### src/rtl/tbcm_crc_pkg.sv
// Shared CRC algorithm catalogue and helpers for the tbcm CRC blocks.
// Latency: n/a (compile-time constants and pure functions only).
// Backpressure: n/a.
package tbcm_crc_pkg;

    // Widest CRC register the helpers can describe.
    localparam int unsigned CRC_MAX_WIDTH = 64;

    typedef logic [CRC_MAX_WIDTH-1:0] crc_word_t;

    typedef enum logic [2:0] {
        TBCM_CRC_8,
        TBCM_CRC_16_CCITT,
        TBCM_CRC_32,
        TBCM_CRC_32_BZIP2,
        TBCM_CRC_32_MPEG2
    } tbcm_crc_type;

    typedef enum logic {
        ST_IDLE,
        ST_ACTIVE
    } crc_state_t;

    function automatic int unsigned get_crc_width(tbcm_crc_type t);
        case (t)
            TBCM_CRC_8:        return 8;
            TBCM_CRC_16_CCITT: return 16;
            default:           return 32;
        endcase
    endfunction

    // Normal (MSB-first) polynomial with the implicit top bit dropped.
    function automatic crc_word_t get_crc_polynomial(tbcm_crc_type t);
        case (t)
            TBCM_CRC_8:        return crc_word_t'(8'h07);
            TBCM_CRC_16_CCITT: return crc_word_t'(16'h1021);
            default:           return crc_word_t'(32'h04C1_1DB7);
        endcase
    endfunction

    function automatic crc_word_t get_crc_init(tbcm_crc_type t);
        case (t)
            TBCM_CRC_8:        return crc_word_t'(8'h00);
            TBCM_CRC_16_CCITT: return crc_word_t'(16'hFFFF);
            default:           return crc_word_t'(32'hFFFF_FFFF);
        endcase
    endfunction

    function automatic crc_word_t get_crc_xor_out(tbcm_crc_type t);
        case (t)
            TBCM_CRC_32,
            TBCM_CRC_32_BZIP2: return crc_word_t'(32'hFFFF_FFFF);
            default:           return '0;
        endcase
    endfunction

    function automatic bit get_crc_reflect_in(tbcm_crc_type t);
        return (t == TBCM_CRC_32);
    endfunction

    function automatic bit get_crc_reflect_out(tbcm_crc_type t);
        return (t == TBCM_CRC_32);
    endfunction

    // Reverses the low 'width' bits of x; bits at and above 'width' come back as zero.
    function automatic crc_word_t reverse_bits(crc_word_t x, int unsigned width);
        crc_word_t r;
        r = '0;
        for (int i = 0; i < CRC_MAX_WIDTH; i++) begin
            if (i < width) begin
                r[width-1-i] = x[i];
            end
        end
        return r;
    endfunction

endpackage

### src/rtl/tbcm_crc_byte_step.sv
// Folds one byte into a CRC register value (MSB-first mod-2 division step).
// Latency: purely combinational.
// Backpressure: none; no handshake.
module tbcm_crc_byte_step
    import tbcm_crc_pkg::*;
#(
    parameter tbcm_crc_type         CRC_TYPE       = TBCM_CRC_32,
    parameter int unsigned          CRC_WIDTH      = get_crc_width(CRC_TYPE),
    parameter logic [CRC_WIDTH-1:0] CRC_POLYNOMIAL = CRC_WIDTH'(get_crc_polynomial(CRC_TYPE)),
    parameter bit                   REFLECT_IN     = get_crc_reflect_in(CRC_TYPE)
) (
    input  logic [CRC_WIDTH-1:0] crc_in,
    input  logic [7:0]           data,
    output logic [CRC_WIDTH-1:0] crc_out
);

    logic [CRC_WIDTH-1:0] crc_v;
    logic [7:0]           byte_v;
    logic                 fb;

    // Shift the byte in one bit at a time, feedback taken from the register MSB,
    // so register widths below 8 or above the data width need no special casing.
    always_comb begin
        fb     = 1'b0;
        crc_v  = crc_in;
        byte_v = REFLECT_IN ? 8'(reverse_bits(crc_word_t'(data), 8)) : data;
        for (int i = 7; i >= 0; i--) begin
            fb    = crc_v[CRC_WIDTH-1] ^ byte_v[i];
            crc_v = (crc_v << 1) ^ (fb ? CRC_POLYNOMIAL : '0);
        end
        crc_out = crc_v;
    end

endmodule

### src/rtl/tbcm_crc_stream.sv
// Packet-aware streaming CRC: one beat per cycle in, one finalised CRC per packet out.
// Latency: result registered, visible the cycle after the last beat is accepted.
// Backpressure: o_ready drops only while a result is pending and i_crc_ready is low.
module tbcm_crc_stream
    import tbcm_crc_pkg::*;
#(
    parameter int unsigned          DATA_WIDTH     = 32,
    parameter tbcm_crc_type         CRC_TYPE       = TBCM_CRC_32,
    parameter int unsigned          CRC_WIDTH      = get_crc_width(CRC_TYPE),
    parameter logic [CRC_WIDTH-1:0] CRC_POLYNOMIAL = CRC_WIDTH'(get_crc_polynomial(CRC_TYPE)),
    parameter logic [CRC_WIDTH-1:0] INIT_VALUE     = CRC_WIDTH'(get_crc_init(CRC_TYPE)),
    parameter logic [CRC_WIDTH-1:0] XOR_OUT        = CRC_WIDTH'(get_crc_xor_out(CRC_TYPE)),
    parameter bit                   REFLECT_IN     = get_crc_reflect_in(CRC_TYPE),
    parameter bit                   REFLECT_OUT    = get_crc_reflect_out(CRC_TYPE)
) (
    input  logic                  i_clk,
    input  logic                  i_rst,
    input  logic                  i_clear,
    input  logic                  i_valid,
    output logic                  o_ready,
    input  logic [DATA_WIDTH-1:0] i_data,
    input  logic                  i_last,
    input  logic [((DATA_WIDTH/8) > 1 ? $clog2(DATA_WIDTH/8) : 1)-1:0] i_last_bytes,
    output logic                  o_crc_valid,
    input  logic                  i_crc_ready,
    output logic [CRC_WIDTH-1:0]  o_crc
);

    localparam int unsigned NBYTES = DATA_WIDTH / 8;

    crc_state_t           state_q, state_d;
    logic [CRC_WIDTH-1:0] crc_q, crc_d;
    logic                 crc_vld_d;
    logic [CRC_WIDTH-1:0] crc_dat_d;
    logic                 accept;
    logic [CRC_WIDTH-1:0] tap [NBYTES+1];
    logic [CRC_WIDTH-1:0] tap_last;
    logic [CRC_WIDTH-1:0] fin_crc;

    // Input side stalls only behind an unconsumed result; never depends on i_valid.
    assign o_ready = !o_crc_valid || i_crc_ready;
    assign accept  = i_valid && o_ready;

    // Byte chain: tap[k] is the running CRC after bytes 0..k-1 of this beat.
    assign tap[0] = crc_q;

    for (genvar k = 0; k < NBYTES; k++) begin : g_step
        tbcm_crc_byte_step #(
            .CRC_TYPE       (CRC_TYPE),
            .CRC_WIDTH      (CRC_WIDTH),
            .CRC_POLYNOMIAL (CRC_POLYNOMIAL),
            .REFLECT_IN     (REFLECT_IN)
        ) u_step (
            .crc_in  (tap[k]),
            .data    (i_data[8*k +: 8]),
            .crc_out (tap[k+1])
        );
    end

    // Pick the chain tap just past the last valid byte and finalise it.
    always_comb begin
        tap_last = tap[NBYTES];
        for (int k = 0; k < NBYTES; k++) begin
            if (k == int'(i_last_bytes)) begin
                tap_last = tap[k+1];
            end
        end
        fin_crc = (REFLECT_OUT ? CRC_WIDTH'(reverse_bits(crc_word_t'(tap_last), CRC_WIDTH))
                               : tap_last) ^ XOR_OUT;
    end

    // Next state: clear beats any beat; result handshake is independent of clear.
    always_comb begin
        state_d   = state_q;
        crc_d     = crc_q;
        crc_vld_d = o_crc_valid;
        crc_dat_d = o_crc;
        if (o_crc_valid && i_crc_ready) begin
            crc_vld_d = 1'b0;
        end
        if (i_clear) begin
            state_d = ST_IDLE;
            crc_d   = INIT_VALUE;
        end else if (accept) begin
            if (i_last) begin
                state_d   = ST_IDLE;
                crc_d     = INIT_VALUE;
                crc_vld_d = 1'b1;
                crc_dat_d = fin_crc;
            end else begin
                state_d = ST_ACTIVE;
                crc_d   = tap[NBYTES];
            end
        end
    end

    // State, running CRC and result registers.
    always_ff @(posedge i_clk or posedge i_rst) begin
        if (i_rst) begin
            state_q     <= ST_IDLE;
            crc_q       <= INIT_VALUE;
            o_crc_valid <= 1'b0;
            o_crc       <= '0;
        end else begin
            state_q     <= state_d;
            crc_q       <= crc_d;
            o_crc_valid <= crc_vld_d;
            o_crc       <= crc_dat_d;
        end
    end

endmodule

### config.mk
export PLATFORM = sky130hd
export DESIGN_NAME = tbcm_crc_stream
export DESIGN_NICKNAME = d
export VERILOG_FILES = /design/src/rtl/tbcm_crc_pkg.sv /design/src/rtl/tbcm_crc_byte_step.sv /design/src/rtl/tbcm_crc_stream.sv
export SDC_FILE = /design/constraint.sdc
export NUM_CORES = 1
export LEC_CHECK = 0
export CAP_MARGIN = 20
export CORE_AREA = 2 2 140 128
export CTS_BUF_LIST = sky130_fd_sc_hd__clkbuf_2
export DETAILED_ROUTE_END_ITERATION = 12
export DIE_AREA = 0 0 142 130
export GPL_ROUTABILITY_DRIVEN = 0
export SETUP_SLACK_MARGIN = 0.3
export SYNTH_ARGS = -nofsm -noshare
export SYNTH_HDL_FRONTEND = slang
export SYNTH_HIERARCHICAL = 1
export SYNTH_SLANG_ARGS = --single-unit
export TNS_END_PERCENT = 100
### constraint.sdc
create_clock -name i_clk -period 7.5 [get_ports i_clk]
set_input_delay 1.5 -clock i_clk [delete_from_list [all_inputs] [get_ports i_clk]]
set_output_delay 1.5 -clock i_clk [all_outputs]
set_load 0.1 [all_outputs]
**Word level (Yosys, flattened, before mapping)**

Cells that the tools add are included.

- Bits in registers: 65
- Output and inout port bits: 34

- Bitwise operators: 66
- Reduce and logical (&&, ||, !) cells: 7
- Multiplexer cells: 43
- Equal/unequal tests: 3

Operator list:

| kind | count |
|---|---|
| 27-bit 2-to-1 mux | 32 |
| 32-bit XOR | 24 |
| 32-bit by 27-bit XOR with 32-bit output | 8 |
| 32-bit 2-to-1 mux | 7 |
| 32-bit inverter | 1 |
| 1-bit XOR | 32 |
| 2-bit == test, first input constant | 2 |
| 1-bit 2-to-1 mux | 4 |
| 3-bit AND reduction | 1 |
| 1-bit by 2-bit == test with 1-bit output, first input constant | 1 |
| 1-bit logical AND | 2 |
| 2-bit logical NOT | 1 |
| 2-bit nonzero test | 1 |
| 1-bit logical NOT | 1 |
| 1-bit logical OR | 1 |
| 1-bit inverter | 1 |

**Depth between registers and ports, before layout**

- Word-level depth: 101
- Gate-level depth with buffers: 17
- Depth with buffers taken out: 17

**Modules after synthesis**

The synthesis kept the hierarchy.

By module, submodules not included:

| module | area an instance (um^2) | instances | seq. area each (um^2) | cells each |
|---|---|---|---|---|
| tbcm_crc_byte_step | 842.1 | 4 | 0.0 | 73 |
| tbcm_crc_stream | 3323.2 | 1 | 1666.6 | 218 |

**Least setup slack after synthesis**

No wires, ideal clock.

- Path kind: input -> register
- From: in i_data[0]
- To: reg o_crc[20]
- Setup slack: 1.068 ns
- Cell stages on the path: 16
- Data arrival time: 6.353 ns
- Cells stage by stage: xnor2_2 > xnor3_1 > xor2_1 > xnor2_2 > xnor2_4 > xor2_1 > xnor2_1 > xnor2_4 > xnor3_4 > xnor2_1 > xnor2_4 > xor2_2 > xnor3_2 > xnor2_1 > mux4_2 > mux2i_1

RTL lines:

| item | RTL line | RTL |
|---|---|---|
| start: declaration | tbcm_crc_stream.sv:21 | `input logic [DATA_WIDTH-1:0] i_data,` |
| end signal: assignment | tbcm_crc_stream.sv:108 | `o_crc <= crc_dat_d;` |
| end: declaration | tbcm_crc_stream.sv:26 | `output logic [CRC_WIDTH-1:0] o_crc` |

==> impl_metrics.yaml <==
logic_synthesis:
  syn_nets: 550
  ys_ff_latch: 65
  ys_types: 27
  synth_xor_xnor_area_share_pct: 49.7
  netlist_instances: 510
  synth_fa_ha_area_share_pct: 0
  yosys_most_used_dff: "dfrtp_1"
  synth_top_family_by_area: "XOR/XNOR gates"
  syn_area_per_cell_um2: 13.1
  synth-async-reset-ratio_pct: 100
  syn_area_um2: 6690
  synth-simple-area-share_pct: 0.524
  ys_seq_area_share_pct: 24.9
  synthMuxAreaShare_pct: 15.7
  yosysWarnings: 6
  synth_edf_count: 0
  synth_compound_area_share_pct: 4.41
worst_setup_path:
  regToRegEndpoint: "o_crc[16]"
  crit_fanout: 6
  cp.required_ns: 8.02
  reg2reg_from: "crc_q[28]"
  setup.worst_path.class: "primary input to flop"
  endpoint_kind: "flop"
  critPathLaunchType: "primary input"
  critPathLaunch: "i_data[3]"
  crit_end: "o_crc[16]"
  worstPathArrival_ns: 7.55
  r2r_slack_ns: 1.36
  reg2reg_depth: 19
flow_run:
  cap_violations: 0
detailed_routing:
  wl_met3_um: 1160
  drt-met1-wl_um: 8960
  wirelength_um: 20100
  vias_per_cell: 5.14
  vias: 4315
  drt_first_iter_violations: 259
  wl_met2_um: 9180
  top_layer_used: "met4"
  postRouteAntennaNets: 0
  drc: 0
  wl_per_cell_um: 23.9
  drt_first_pass_iters: 5
clock_network:
  clk_latency_ns: 0.60
  cts.clk_slew.worst_paths_ns: 0.19
  postCtsHoldBufs: 0
  post_cts_buffers: 0
  ctsResizeCount: 0
  clkSinkCount: 65
  cts_buffer_depth: 2
  htree_levels: 3
  cts_buffers: 9
  clockRootBuffer: "clkbuf_2"
  cts_tree: "done"
timing:
  hold_viol: 0
  drv_slew: 0
  clock.fmax_mhz: 142
  rsz0062_at_grt: "no"
  finalClockSkew_ns: 0.0435
  relSlewSlack_pct: 33.5
  finalCriticalPeriod_ns: 7.03
  worst_pin_slew_ns: 0.994
  timing.final.crit_share_pct: 93.7
  finalSetupViolCount: 0
  setup_ws_ns: 0.473
place:
  hpwl_um: 16100
  dp_worst_setup_slack_ns: -0.0603
  io_buffer_count: 73
floorplanning:
  die_w_um: 142
  dieArea_um2: 18500
  num_rows: 46
  core_um2: 17200
  die_h_um: 130
  ios: 74
  start_util_pct: 38.9
global_routing:
  grt_pass1_vias: 4597
  gr-total-overflow: 0
  grt_first_pass_wirelength_um: 29900
  track_usage_pct: 22.9
  antenna_found_initial: 1
  grt_max_degree: 66
final_layout:
  final_layout_size_suffix_gt1_share_pct: 29.9
  nNetsFinal: 658
  area_growth_pct: 18.8
run_status:
  status: "finished, final reports clean"
hold_path:
  hold_path_class: "flop to flop"
## worst min-delay path by stage
stage               from   endpoint  slack (ns)  depth (start not counted)
6_report       o_crc[15]  o_crc[15]        0.53                          2
5_1_grt         o_crc[2]   o_crc[2]        0.55                          2
4_1_cts        o_crc[15]  o_crc[15]        0.54                          2
3_5_place_dp    o_crc[8]   o_crc[8]        0.51                          2
3_3_place_gp    o_crc[8]   o_crc[8]        0.50                          2
2_1_floorplan  crc_q[16]  crc_q[16]        0.55                          1
## cell families (layout without fill, tap and decap cells)
family	Yosys count	count (layout)
buffers and inverters	60	173
multiplexers	64	64
other	0	1
XOR/XNOR	284	284
flip-flops	65	65
AO/OA/AOI/OAI	34	34
AND/OR/NAND/NOR	3	3
## registers in the layout (all words and copies together) (netlist names)
name / flops
crc_q: 32
o_crc_valid: 1
o_crc: 32
## critical path: stages
cell and delay [ns]:
clkdlybuf4s50_1 0.49, xnor2_4 0.23, xnor2_2 0.42, xnor2_1 0.20, xnor2_1 0.47, xnor2_4 0.25
xor2_2 0.32, xor2_1 0.13, xnor2_1 0.63, xnor2_4 0.24, xnor3_4 0.51, xnor2_1 0.15
buf_4 0.16, xnor2_4 0.33, xnor2_2 0.18, buf_4 0.19, xnor2_1 0.27, xnor2_1 0.23
mux4_2 0.52, mux2i_1 0.14
## cell type report
cell class                      instances  area, um2
Fill cell                            1582       9260
Multi-Input combinational cell        385       4700
Sequential cell                        65       1670
Timing Repair Buffer                  119       1080
Tap cell                              216        270
Inverter                               38        143
Clock buffer                           11       55.1
Clock inverter                          5       25.0
Antenna cell                            1       2.50
## metal layers
layer	track usage, %	vias to the layer above
met3	4.84	40
met5	0	-
li1	-	1927
met1	31.0	2217
met2	35.9	131
met4	9.88	0
## Yosys cell counts (5+ instances only)
master | count | area, um2
xnor2_2 | 24 | 390
mux4_2 | 30 | 676
o22a_1 | 32 | 280
dfrtp_1 | 33 | 826
mux2i_1 | 32 | 320
dfstp_2 | 32 | 841
inv_1 | 38 | 143
xor2_1 | 32 | 280
xnor2_1 | 188 | 1650
buf_2 | 5 | 25.0
buf_6 | 6 | 67.6
xnor2_4 | 20 | 551
## placed cells by master (no fill, tap or decap), types with 11 or more instances in the layout
master and count:
inv_1 37, dfrtp_1 33, xnor2_2 24, xnor2_1 188, xor2_1 32, clkbuf_2 11, mux2i_1 32, dfstp_2 32
clkdlybuf4s50_1 72, buf_4 45, xnor2_4 20, mux4_2 30, o22a_1 32
## per-stage QoR
step | util, % | instance area [um2] | TNS, ns | instances | hold WS, ns
6_report | 46.2 | 7950 | 0 | 840 | 0.528
3_5_place_dp | 45.6 | 7850 | -0.158 | 822 | 0.509
5_1_grt | 46.2 | 7950 | 0 | 840 | 0.554
4_1_cts | 46.1 | 7930 | 0 | 838 | 0.536
3_3_place_gp | 45.6 | 7850 | -0.0420 | 822 | 0.505
2_1_floorplan | - | 6690 | 0 | 510 | 0.555
Power is left out: the tool's default activity adds up to more than one toggle a clock period on the data nets, which glitch-free logic cannot reach.
